[src/rtl/ahb_arb_pkg.sv]
// ----------------------------------------------------------------------------
// ahb_arb_pkg
// Shared encodings for the two-master AHB-Lite debug arbiter.
//   htrans_e  : AHB transfer types (IDLE/BUSY/NONSEQ/SEQ)
//   hresp_e   : AHB-Lite response (OKAY/ERROR)
//   owner_e   : data-phase owner (none, master 0, master 1)
//   trans_active() : true for transfer types that carry a real request
// ----------------------------------------------------------------------------
package ahb_arb_pkg;

    typedef enum logic [1:0] {
        IDLE   = 2'b00,
        BUSY   = 2'b01,
        NONSEQ = 2'b10,
        SEQ    = 2'b11
    } htrans_e;

    typedef enum logic {
        OKAY  = 1'b0,
        ERROR = 1'b1
    } hresp_e;

    typedef enum logic [1:0] {
        OWN_NONE = 2'b00,
        OWN_M0   = 2'b01,
        OWN_M1   = 2'b10
    } owner_e;

    // SEQ is handled like NONSEQ; BUSY is handled like IDLE.
    function automatic logic trans_active(input logic [1:0] htrans);
        return (htrans == NONSEQ) || (htrans == SEQ);
    endfunction

endpackage

[src/rtl/ahb_arb_pend.sv]
// ----------------------------------------------------------------------------
// ahb_arb_pend
// Holds one master's captured address phase while it waits for the bus.
// Ports:
//   HCLK, HRESETn          : clock, async active-low reset
//   capture                : load haddr/hwrite/hsize and mark valid
//   clear                  : captured transfer was accepted by the slave
//   haddr, hwrite, hsize   : live address-phase signals of the master
//   vld, addr, write, size : captured request
// ----------------------------------------------------------------------------
module ahb_arb_pend #(
    parameter int unsigned AW = 32
) (
    input  logic          HCLK,
    input  logic          HRESETn,
    input  logic          capture,
    input  logic          clear,
    input  logic [AW-1:0] haddr,
    input  logic          hwrite,
    input  logic [2:0]    hsize,
    output logic          vld,
    output logic [AW-1:0] addr,
    output logic          write,
    output logic [2:0]    size
);

    always_ff @(posedge HCLK or negedge HRESETn) begin
        if (!HRESETn) begin
            vld   <= 1'b0;
            addr  <= '0;
            write <= 1'b0;
            size  <= 3'd0;
        end else begin
            if (clear) begin
                vld <= 1'b0;
            end else if (capture) begin
                vld <= 1'b1;
            end
            if (capture) begin
                addr  <= haddr;
                write <= hwrite;
                size  <= hsize;
            end
        end
    end

endmodule

[src/rtl/ahb_dbg_arbiter.sv]
// ----------------------------------------------------------------------------
// ahb_dbg_arbiter
// Two-master, one-slave AHB-Lite arbiter. Master 1 (debug) has fixed priority
// over master 0 (CPU). A losing master's address phase is captured and the
// master is held off through its private HREADY until the transfer is replayed
// and its data phase completes.
//
// Ports:
//   HCLK, HRESETn                       : clock, async active-low reset
//   Mn_HADDR/HTRANS/HWRITE/HSIZE/HWDATA : master n request (n = 0, 1)
//   Mn_HRDATA/HREADY/HRESP              : master n response
//   HADDR/HTRANS/HWRITE/HSIZE/HWDATA    : slave-side request
//   HRDATA/HREADY/HRESP                 : slave-side response
//   HMASTER                             : current address-phase owner
//
// Build option: define AHB_ARB_STARVE_GUARD_EN to force a master 0 grant after
// STARVE_LIMIT consecutive master 1 grants taken while master 0 was waiting.
// ----------------------------------------------------------------------------
module ahb_dbg_arbiter
    import ahb_arb_pkg::*;
#(
    parameter int unsigned AW           = 32,
    parameter int unsigned DW           = 32,
    parameter int unsigned STARVE_LIMIT = 8
) (
    input  logic          HCLK,
    input  logic          HRESETn,
    // master 0 (CPU)
    input  logic [AW-1:0] M0_HADDR,
    input  logic [1:0]    M0_HTRANS,
    input  logic          M0_HWRITE,
    input  logic [2:0]    M0_HSIZE,
    input  logic [DW-1:0] M0_HWDATA,
    output logic [DW-1:0] M0_HRDATA,
    output logic          M0_HREADY,
    output logic          M0_HRESP,
    // master 1 (debug)
    input  logic [AW-1:0] M1_HADDR,
    input  logic [1:0]    M1_HTRANS,
    input  logic          M1_HWRITE,
    input  logic [2:0]    M1_HSIZE,
    input  logic [DW-1:0] M1_HWDATA,
    output logic [DW-1:0] M1_HRDATA,
    output logic          M1_HREADY,
    output logic          M1_HRESP,
    // slave side
    output logic [AW-1:0] HADDR,
    output logic [1:0]    HTRANS,
    output logic          HWRITE,
    output logic [2:0]    HSIZE,
    output logic [DW-1:0] HWDATA,
    input  logic [DW-1:0] HRDATA,
    input  logic          HREADY,
    input  logic          HRESP,
    output logic          HMASTER
);

    logic [1:0]    live;
    logic [1:0]    req;
    logic [1:0]    pend_vld;
    logic [1:0]    cap;
    logic [1:0]    clr;
    logic [AW-1:0] pend_addr0;
    logic [AW-1:0] pend_addr1;
    logic          pend_write0;
    logic          pend_write1;
    logic [2:0]    pend_size0;
    logic [2:0]    pend_size1;
    logic          force_m0;
    owner_e        win;
    owner_e        data_owner;

    // A master can only present a new address phase when it sees HREADY high
    // and has nothing captured already.
    assign live[0] = trans_active(M0_HTRANS) & ~pend_vld[0] & M0_HREADY;
    assign live[1] = trans_active(M1_HTRANS) & ~pend_vld[1] & M1_HREADY;
    assign req     = pend_vld | live;

    always_comb begin
        win = OWN_NONE;
        if (req[1] && !force_m0) begin
            win = OWN_M1;
        end else if (req[0]) begin
            win = OWN_M0;
        end
    end

    // Address-phase mux: captured request takes precedence over live inputs.
    always_comb begin
        HTRANS = IDLE;
        HADDR  = '0;
        HWRITE = 1'b0;
        HSIZE  = 3'd0;
        unique case (win)
            OWN_M0: begin
                HTRANS = NONSEQ;
                HADDR  = pend_vld[0] ? pend_addr0  : M0_HADDR;
                HWRITE = pend_vld[0] ? pend_write0 : M0_HWRITE;
                HSIZE  = pend_vld[0] ? pend_size0  : M0_HSIZE;
            end
            OWN_M1: begin
                HTRANS = NONSEQ;
                HADDR  = pend_vld[1] ? pend_addr1  : M1_HADDR;
                HWRITE = pend_vld[1] ? pend_write1 : M1_HWRITE;
                HSIZE  = pend_vld[1] ? pend_size1  : M1_HSIZE;
            end
            default: ;
        endcase
    end

    assign HMASTER = (win == OWN_M1);

    // A live request that is not accepted this edge is captured; with HREADY
    // low, live already implies the master is neither owner nor pending.
    assign clr[0] = HREADY & (win == OWN_M0);
    assign clr[1] = HREADY & (win == OWN_M1);
    assign cap[0] = live[0] & ~clr[0];
    assign cap[1] = live[1] & ~clr[1];

    ahb_arb_pend #(
        .AW (AW)
    ) u_pend0 (
        .HCLK    (HCLK),
        .HRESETn (HRESETn),
        .capture (cap[0]),
        .clear   (clr[0]),
        .haddr   (M0_HADDR),
        .hwrite  (M0_HWRITE),
        .hsize   (M0_HSIZE),
        .vld     (pend_vld[0]),
        .addr    (pend_addr0),
        .write   (pend_write0),
        .size    (pend_size0)
    );

    ahb_arb_pend #(
        .AW (AW)
    ) u_pend1 (
        .HCLK    (HCLK),
        .HRESETn (HRESETn),
        .capture (cap[1]),
        .clear   (clr[1]),
        .haddr   (M1_HADDR),
        .hwrite  (M1_HWRITE),
        .hsize   (M1_HSIZE),
        .vld     (pend_vld[1]),
        .addr    (pend_addr1),
        .write   (pend_write1),
        .size    (pend_size1)
    );

    always_ff @(posedge HCLK or negedge HRESETn) begin
        if (!HRESETn) begin
            data_owner <= OWN_NONE;
        end else if (HREADY) begin
            data_owner <= win;
        end
    end

`ifdef AHB_ARB_STARVE_GUARD_EN
    localparam int unsigned CntW = $clog2(STARVE_LIMIT + 1);

    logic [CntW-1:0] starve_cnt;

    // Never exceeds STARVE_LIMIT: at the limit with M0 waiting, M0 wins and
    // the count clears.
    always_ff @(posedge HCLK or negedge HRESETn) begin
        if (!HRESETn) begin
            starve_cnt <= '0;
        end else if (HREADY) begin
            if (win == OWN_M0) begin
                starve_cnt <= '0;
            end else if ((win == OWN_M1) && req[0]) begin
                starve_cnt <= starve_cnt + 1'b1;
            end
        end
    end

    assign force_m0 = req[0] && (starve_cnt >= CntW'(STARVE_LIMIT));
`else
    assign force_m0 = 1'b0;
`endif

    // A zero limit would turn the guard into plain M0 priority.
    assert property (@(posedge HCLK) STARVE_LIMIT != 0);

    // Data phase
    always_comb begin
        HWDATA = '0;
        unique case (data_owner)
            OWN_M0:  HWDATA = M0_HWDATA;
            OWN_M1:  HWDATA = M1_HWDATA;
            default: HWDATA = '0;
        endcase
    end

    assign M0_HRDATA = HRDATA;
    assign M1_HRDATA = HRDATA;
    assign M0_HRESP  = (data_owner == OWN_M0) ? HRESP : OKAY;
    assign M1_HRESP  = (data_owner == OWN_M1) ? HRESP : OKAY;

    always_comb begin
        if (data_owner == OWN_M0) begin
            M0_HREADY = HREADY;
        end else begin
            M0_HREADY = ~pend_vld[0];
        end
        if (data_owner == OWN_M1) begin
            M1_HREADY = HREADY;
        end else begin
            M1_HREADY = ~pend_vld[1];
        end
    end

endmodule

[config.mk]
export PLATFORM = sky130hd
export DESIGN_NAME = ahb_dbg_arbiter
export DESIGN_NICKNAME = d
export VERILOG_FILES = /design/src/rtl/ahb_arb_pkg.sv /design/src/rtl/ahb_arb_pend.sv /design/src/rtl/ahb_dbg_arbiter.sv
export SDC_FILE = /design/constraint.sdc
export NUM_CORES = 1
export LEC_CHECK = 0
export ABC_AREA = 1
export ABC_CLOCK_PERIOD_IN_PS = 4820
export BUFFER_PORTS_ARGS = -buffer_cell sky130_fd_sc_hd__buf_4
export CAP_MARGIN = 0
export CORE_AREA = 2 2 123 125
export DETAILED_ROUTE_END_ITERATION = 8
export DIE_AREA = 0 0 125 127
export GPL_TIMING_DRIVEN = 0
export PLACE_DENSITY = 0.82
export SYNTH_ARGS = -nofsm -noshare
export SYNTH_HDL_FRONTEND = slang
export SYNTH_HIERARCHICAL = 1
export SYNTH_SLANG_ARGS = --single-unit
[constraint.sdc]
create_clock -name HCLK -period 4.82 [get_ports HCLK]
set_input_delay 0.964 -clock HCLK [delete_from_list [all_inputs] [get_ports HCLK]]
set_output_delay 0.964 -clock HCLK [all_outputs]
set_load 0.02 [all_outputs]
==> results.md <==
* Status: finished, final reports clean
* Worst-Skew Late Latency at 330 ps
* Worst setup skew after layout at 5.77 ps
* Peak supply drop at 0.345 mV
* Final-layout setup total negative slack at 0 ps
* Count of routing violations after the opening detailed-route iteration at 441
* Hold-fix buffers at CTS at 0
* Worst path arrival time at 2210 ps
* Buffers added on ports at roughly 280
* # resized after CTS at 0
* Distinct cells, synth at 22
* Routed wire length at about 19000 um
* Number of endpoints with negative hold slack in the final report at 0
* Min-delay src: u_pend0/addr[20]
* Standard-cell row count at 44
* Post CTS Setup Buffer Count at 0
* R2r endpoint: u_pend0/addr[19]
* Normalized max-slew margin at 0.333
* Min-Delay Path Depth at 2
* Number of CTS-inserted buffers at 9
* Wire length per cell at 14.3 um
* DRC violation count after routing at 0
* Routability-driven placement congestion ratio at 0.875
* Fraction of the yosys area taken by sequential cells at 0.353
* Initial standard-cell utilization of the core at 0.374
* Y dimension of the die at 127 um
* Ys Warns at 6
* Critical-path maximum fanout at 10
* Antenna violations before repair at 0
* Vias at about 6.2k
* Required time reported for the critical path endpoint at around 3900 ps
* Max Buffers Root-to-Sink at 2
* CTS Root Cell: sky130_fd_sc_hd__clkbuf_16
* Commonest cells after routing, fill and taps aside: 575 x sky130_fd_sc_hd__nand2_1, 348 x sky130_fd_sc_hd__buf_4, 76 x sky130_fd_sc_hd__dfrtp_1
* Global-route wire length before repair at 30100 um
* Ratio of routed vias to standard cells at ~4.6
* Post-Synthesis Cell Area at 0.00540 mm^2
* Reported leakage power at 4.76 nW
* Endpoint class of the critical path: primary output
* Final critical delay including setup and external delays at 3170 ps
* Pin slew with the least headroom to its limit at 1000 ps
* Total length of routed met2 wires at roughly 9500 um
* Max_cap viols at 0
* Post-DRT Antenna Nets at 0
* Net count reported at finish at between 1k and 1.5k
* Worst reg-to-reg setup slack at 2590 ps
* Type of the worst min-delay path: flip-flop to flip-flop
* Boundary pin count at 315
* Total die area at 0.0159 mm^2
* Max-slew violations at 0
* Die width at 125 um
* Total GRT Usage at 0.234
* Nets in the synthesized netlist at 1046
* Clock slew at reported path FFs at about 60 ps
* H-Tree Depth at 3
* Filler Cell Count at 1441
* Maximum achievable frequency at 0.315 GHz
* Setup-violating endpoint count in the final report at 0
* Number of optimization iterations in the first detailed-route pass at 7
* Commonest non-fill, non-tap cell in the layout: sky130_fd_sc_hd__nand2_1
* Area growth from synthesis to layout at 49.0%
* Aggregate global routing overflow at 0
* Vias in the first global route at 5814
* CTS tree: yes
* Placed wire-length estimate after detailed placement at 14700 um
* # clock sinks at 76
* Start-to-end type of the worst setup path: flip-flop to primary output
* Worst Hold Endpoint: u_pend0/addr[20]
* Pin count of the biggest net entering global routing at 77
* Flip-flop and latch count after synthesis at 76
* Fraction of the cycle the final worst path needs at 0.658
* Met3 layer wire length in the routed design at around 1400 um
* Cell depth of the worst flop-to-flop path at 13
* Routed length on met1 at 7980 um
* Post-Synthesis Mean Instance Area at 6.22 um^2
* Number of antenna repair diodes at 0
* Kind of start point of the critical path: flip-flop
* Highest layer used for signal routing: met4
* Worst R2R Start: data_owner[0]
* Count of mapped cells out of synthesis at approximately 870
* Setup repair after global routing missed its margin: no
* Floorplan Core Area at ~0.014 mm^2
* Proportion of layout cells with a drive suffix above 1 at 0.348
* Total power per unit cell area at 556 mW/mm^2
* Smallest hold slack at 469 ps
==> stage by stage <==
step           setup slack [ps]  power, mW  utilization  area (um^2)  std cells
2_1_floorplan              2120       2.75            -         5400        868
3_3_place_gp               1640       3.70        0.535         7720       1331
3_5_place_dp               1650       3.75        0.535         7720       1331
4_1_cts                    1640       4.49        0.557         8040       1347
5_1_grt                    1540       4.83        0.557         8040       1347
6_report                   1650       4.47        0.557         8040       1347
==> synthesized netlist by cell type (all sizes together) <==
| library cell | n | share of area |
|---|---|---|
| nor3 | 1 | 0.00093 |
| buf | 105 | 0.14 |
| nand2 | 577 | 0.40 |
| a21oi | 33 | 0.033 |
| ha | 2 | 0.0046 |
| o21ai | 2 | 0.0019 |
| o21a | 2 | 0.0028 |
| inv | 14 | 0.0097 |
| nand3 | 38 | 0.035 |
| clkbuf | 11 | 0.0077 |
| nor2 | 6 | 0.0042 |
| conb | 1 | 0.00070 |
| dfrtp | 76 | 0.35 |
==> kinds of logic (layout without fill, tap and decap cells) <==
| kind of cell | Yosys count | count (layout) | share of synthesized area |
|---|---|---|---|
| buffers and inverters | 130 | 425 | 0.161 |
| adder cells (fa/ha/maj) | 2 | 2 | 0.00464 |
| AO/OA/AOI/OAI | 37 | 37 | 0.0373 |
| AND/OR/NAND/NOR | 622 | 622 | 0.444 |
| flip-flops | 76 | 76 | 0.353 |
| other | 1 | 1 | 0.000695 |
==> routing by layer <==
| layer | vias up | global-route usage |
|---|---|---|
| li1 | 3147 | - |
| met1 | 2777 | 0.299 |
| met2 | 270 | 0.405 |
| met3 | 29 | 0.0465 |
| met4 | 0 | 0.0680 |
| met5 | - | 0 |
==> area by class of cell <==
class | instances | area (um^2) | share of cell area
Multi-Input combinational cell | 662 | 2620 | 0.326
Clock inverter | 6 | 88.8 | 0.0111
Sequential cell | 76 | 1900 | 0.237
Timing Repair Buffer | 279 | 2090 | 0.261
Tap cell | 184 | 230 | 0.0286
Clock buffer | 10 | 229 | 0.0285
Buffer | 116 | 817 | 0.102
Inverter | 14 | 52.6 | 0.00654
==> flip-flops by register name, summed over array words and instances (netlist names) <==
register       cells
u_pend1/size       3
u_pend0/vld        1
u_pend1/vld        1
u_pend0/write      1
u_pend0/size       3
u_pend1/addr      32
data_owner         2
u_pend1/write      1
u_pend0/addr      32
==> worst max-delay path: stages (launching register included) <==
cell and delay [ps]:
sky130_fd_sc_hd__dfrtp_1 400, sky130_fd_sc_hd__inv_1 60, sky130_fd_sc_hd__ha_1 120, sky130_fd_sc_hd__buf_2 210, sky130_fd_sc_hd__clkbuf_1 420, sky130_fd_sc_hd__nand2_1 90, sky130_fd_sc_hd__a21oi_1 360, sky130_fd_sc_hd__buf_4 220
==> worst max path at each step <==
stage,slack [ps],to,from
floorplan,2120,HADDR[10],HREADY
global placement,1640,HADDR[1],HREADY
detailed placement,1650,HADDR[3],HREADY
CTS,1640,HADDR[3],HREADY
global route,1540,HWDATA[11],data_owner[1]
finish,1650,HWDATA[12],data_owner[1]
==> power breakdown <==
part           internal, mW  total (mW)  switching (mW)
logic                  1.00        2.64            1.64
registers             0.943        1.10           0.159
clock network         0.454       0.731           0.277
Power figures use the tool's default switching activity.
